$ cat src/rtl/cpu_types_pkg.sv
// Shared CPU types: default datapath sizes, register index and data word types.
package cpu_types_pkg;

   localparam int unsigned DefaultDw   = 32;
   localparam int unsigned DefaultNreg = 32;

   typedef logic [$clog2(DefaultNreg)-1:0] regidx_t;
   typedef logic [DefaultDw-1:0]           word_t;

endpackage

$ cat src/rtl/reg_scoreboard.sv
// Pending-write scoreboard: one busy bit per register, set by reservations,
// cleared by writes; a same-cycle set on the cleared index wins.
module reg_scoreboard #(
   parameter int unsigned NREG = 32,
   parameter int unsigned AW   = $clog2(NREG)
) (
   input  logic            CLK,
   input  logic            RST,
   input  logic            set_en,
   input  logic [AW-1:0]   set_sel,
   input  logic            clr_en,
   input  logic [AW-1:0]   clr_sel,
   output logic [NREG-1:0] busy_vec
);

   logic [NREG-1:0] busy_d, busy_q;

   always_comb begin
      busy_d = busy_q;
      if (clr_en) busy_d[clr_sel] = 1'b0;
      if (set_en) busy_d[set_sel] = 1'b1;
      busy_d[0] = 1'b0;
   end

   always_ff @(posedge CLK) begin
      if (RST) begin
         busy_q <= '0;
      end else begin
         busy_q <= busy_d;
      end
   end

   assign busy_vec = busy_q;

endmodule

$ cat src/rtl/regfile_scoreboard.sv
// Flop-based register file with hardwired-zero r0, optional write-to-read
// forwarding and an integrated busy scoreboard for operand hazards.
module regfile_scoreboard
   import cpu_types_pkg::*;
#(
   parameter int unsigned DW     = DefaultDw,
   parameter int unsigned NREG   = DefaultNreg,
   parameter int unsigned NRD    = 2,
   parameter bit          BYPASS = 1'b1,
   localparam int unsigned AW    = $clog2(NREG)
) (
   input  logic              CLK,
   input  logic              RST,
   input  logic              WEN,
   input  logic [AW-1:0]     wsel,
   input  logic [DW-1:0]     wdat,
   input  logic [NRD*AW-1:0] rsel,
   output logic [NRD*DW-1:0] rdat,
   input  logic              RSV,
   input  logic [AW-1:0]     rsv_sel,
   output logic [NRD-1:0]    rd_busy,
   output logic [NREG-1:0]   busy_vec
);

   logic [DW-1:0] regs_q [NREG];
   logic [AW-1:0] rsel_a [NRD];
   logic          wr_en;
   logic          rsv_en;

   assign wr_en  = WEN && (wsel != '0);
   assign rsv_en = RSV && (rsv_sel != '0);

   // Entry 0 is only ever cleared, so it stays zero after the first reset.
   always_ff @(posedge CLK) begin
      if (RST) begin
         for (int r = 0; r < NREG; r++) begin
            regs_q[r] <= '0;
         end
      end else if (wr_en) begin
         regs_q[wsel] <= wdat;
      end
   end

   reg_scoreboard #(
      .NREG (NREG),
      .AW   (AW)
   ) u_scoreboard (
      .CLK      (CLK),
      .RST      (RST),
      .set_en   (rsv_en),
      .set_sel  (rsv_sel),
      .clr_en   (wr_en),
      .clr_sel  (wsel),
      .busy_vec (busy_vec)
   );

   always_comb begin
      for (int i = 0; i < NRD; i++) begin
         rsel_a[i] = rsel[i*AW +: AW];
      end
   end

   // Forwarding also hides the hazard: the pending value is on wdat right now.
   always_comb begin
      rdat    = '0;
      rd_busy = '0;
      for (int i = 0; i < NRD; i++) begin
         if (rsel_a[i] != '0) begin
            if (BYPASS && WEN && (wsel == rsel_a[i])) begin
               rdat[i*DW +: DW] = wdat;
               rd_busy[i]       = 1'b0;
            end else begin
               rdat[i*DW +: DW] = regs_q[rsel_a[i]];
               rd_busy[i]       = busy_vec[rsel_a[i]];
            end
         end
      end
   end

endmodule

$ cat config.mk
export PLATFORM = sky130hd
export DESIGN_NAME = regfile_scoreboard
export DESIGN_NICKNAME = d
export VERILOG_FILES = /design/src/rtl/cpu_types_pkg.sv /design/src/rtl/reg_scoreboard.sv /design/src/rtl/regfile_scoreboard.sv
export SDC_FILE = /design/constraint.sdc
export NUM_CORES = 2
export LEC_CHECK = 0
export BUFFER_PORTS_ARGS = -buffer_cell sky130_fd_sc_hd__buf_4
export CORE_MARGIN = 8
export CORE_UTILIZATION = 45
export DETAILED_ROUTE_END_ITERATION = 8
export PLACE_DENSITY_LB_ADDON = 0.12
export SYNTH_ARGS = -nofsm -noshare
export SYNTH_HDL_FRONTEND = slang
export SYNTH_SLANG_ARGS = --single-unit
$ cat constraint.sdc
create_clock -name CLK -period 3.9 [get_ports CLK]
set_input_delay 0.78 -clock CLK [delete_from_list [all_inputs] [get_ports CLK]]
set_output_delay 0.78 -clock CLK [all_outputs]
set_load 0.01 [all_outputs]
==> results_dict.tcl <==
set metrics [dict create \
    n_fill_cell 10300 \
    portBuffers 152 \
    fin_setup_tns_ns -0.0290 \
    drive_gt1_share_pct 29.6 \
    p_per_area_nw_per_um2 432 \
    cts_setup_buffers 0 \
    relSlewSlack_pct 28.6 \
    muxShareOfSynthArea_pct 21.9 \
    yosys_warnings 0 \
    layout.nets 4232 \
    setup_ws_ns -0.0290 \
    ant_nets 0 \
    drcViolationCount 0 \
    cts_buffer_depth 3 \
    slew_viol_final 0 \
    cts_tree "done" \
    hp-class "in -> reg" \
    drt_iter0_markers 5813 \
    hp-start "rsv_sel[0]" \
    track_usage_pct 31.6 \
    synth_area_um2 57100 \
    dieArea_um2 138000 \
    synth_area_leaders "edfxtp_1, mux4_2, and2_1" \
    r2r_start "u_scoreboard.busy_vec[2]$_SDFF_PP0_" \
    worstPathArrival_ns 3.15 \
    hold_viol 0 \
    critPathKind "in -> out" \
    stdcell_count 5927 \
    path_clk_slew_ns 0.06 \
    timing.final.crit_share_pct 101 \
    syn2layout_area_growth_pct 16.5 \
    place_area_um2 62400 \
    ctsHoldBuffers 0 \
    outcome "complete, but fails checks" \
    synth_top_area_cell "edfxtp_1" \
    start_util_pct 45.4 \
    synth_fa_ha_area_share_pct 0 \
    p_leak_nw 23.5 \
    synth_edf_count 1024 \
    critPathLaunch "rsel[1]" \
    wirelength_um 222000 \
    synth_flop_cell "edfxtp_1" \
    use_met2_pct 49.7 \
    die_x_um 372 \
    use_met1_pct 42.7 \
    drtPass1Iterations 6 \
    top_usage_layer "met2" \
    yosysTopAreaCellShare_pct 53.9 \
    power_mw 28.7 \
    root_buffer "clkbuf_16" \
    num_io_pins 154 \
    cap_viol_max_count 0 \
    grt_pass1_vias 38500 \
    max_freq_mhz 255 \
    ys_seq_area_share_pct 55.0 \
    netlist_instances 3926 \
    synth-seq-cells 1055 \
    critPathRequiredTime_ns 3.12 \
    cp_slowest_cell "mux4_2" \
    synthSimpleGateAreaFrac_pct 13.7 \
    post-route-util_pct 52.9 \
    gp_congestion 0.920 \
    synthArstFlopShare_pct 0 \
    crit_top_cell "buf_12" \
    startpoint_type "input pin" \
    vdd_drop_max_v 0.000357 \
    skew_ns 0 \
    final_cell_area_um2 66500 \
    overflow 0 \
    viasPerCell 6.61 \
    path_max_fanout 35 \
    core_area_um2 126000 \
    wire_per_inst_um 37.4 \
    synthXorXnorAreaFrac_pct 0.154 \
    rsz0062_at_grt "yes" \
    yosysMostFrequentCell "edfxtp_1" \
    netlist_top_cells_count "edfxtp_1, and2_1, mux4_2, clkbuf_1, mux2i_1" \
    met3_usage_pct 7.11 \
    h-tree-depth 3 \
    violations "setup timing" \
    die_y_um 372 \
    tightest_slew_ns 1.07 \
    synth_cell_types 64 \
    period_minus_slack_ns 3.93 \
    synth_area_per_cell_um2 14.5 \
    endpoint_kind "primary output" \
    via_count 39200 \
    synth_top_family_by_area "multiplexers" \
    cts_made_buffers 116 \
    dp.cells 5706 \
    grt_first_pass_wirelength_um 306000 \
    slowest_delay_ns 0.47 \
    antenna_found_initial 30 \
    cts.sinks 1055 \
    setup_viol 1 \
    synth-compound-area-share_pct 5.50 \
    row_count 130 \
    crit_chain "buf_12 > buf_12 > buf_12 > mux4_2 > mux4_2 > mux2i_1 > buf_4 > nor2_1 > buf_4" \
    grt_max_degree 47 \
    hpwl_um 143000 \
    clk_latency_ns 0.73 \
]
## layout make-up
cell class	count	area, um2	share of cell area [%]
diodes	7	17.5	0.0264
clock buffers	149	3180	4.79
clock inverters	63	654	0.985
inverters	36	136	0.205
multi-input cells	2449	24000	36.1
flip-flops and latches	1055	31400	47.2
well taps	1650	2060	3.11
repair buffers	518	5010	7.55
## metal layers
layer  routed length, um  part of all wire [%]  up-vias
met5                  55                 0.025        -
met4               10800                   4.9        8
met3               25800                    12      502
met2              101000                    46     2843
met1               83700                    38    20200
li1                    -                     -    15600
## through the flow
step | setup slack, ns | hold slack (ns)
after detailed placement | -0.386 | 0.503
after CTS | 0.00870 | 0.324
after global routing | -0.0689 | 0.372
after floorplan | 0.618 | 0.506
final | -0.0290 | 0.375
after global placement | -0.462 | 0.502
## registers in the layout (all words and copies together) (netlist names)
register / count
regs_q: 1024
u_scoreboard.busy_vec: 31
## report_power, final
part | internal, mW | switching (mW) | leakage (nW) | total [mW]
logic | 1.71 | 2.29 | 11.6 | 4.00
registers | 13.1 | 0.324 | 10.0 | 13.4
clock network | 6.58 | 4.72 | 1.86 | 11.3
total | 21.4 | 7.33 | 23.5 | 28.7
## worst paths after layout
check,slack (ns),cells past startpoint,end
max reg2reg,3.11,1,u_scoreboard.busy_vec[2]$_SDFF_PP0_
min,0.38,3,u_scoreboard.busy_vec[3]$_SDFF_PP0_
max,-0.03,9,rd_busy[0]
min reg2reg,0.51,2,u_scoreboard.busy_vec[18]$_SDFF_PP0_
## cell usage in the layout (no fill, tap or decap), types with 52 or more instances in the layout
cell type  netlist  routed
edfxtp_1      1024    1024
nand2_1         52      52
o22ai_1         90      90
buf_4           30     429
o21ai_0         69      69
and2_1         993     993
clkbuf_16        0     122
buf_12           0      81
mux4_2         475     475
mux2i_1        164     164
## critical path, delay by kind of cell
family / cells / cell delay (ns)
buffers and inverters: 5 / 1.11
and+or+nand+nor: 1 / 0.15
muxes: 3 / 1.06
## kinds of logic (layout without fill, tap and decap cells)
group,count (synthesis),in the layout
other,1,40
multiplexers,652,652
XOR/XNOR,10,10
AO/OA/AOI/OAI,453,453
AND/OR/NAND/NOR,1301,1301
buffers and inverters,454,766
flip-flops,1055,1055
## repair_timing
action	CTS	global route
gates cloned	2	0
gates resized for setup	12	10
setup endpoints to repair	12	10
pin swaps	2	1
No activity file was read; power rests on OpenSTA's default activity.
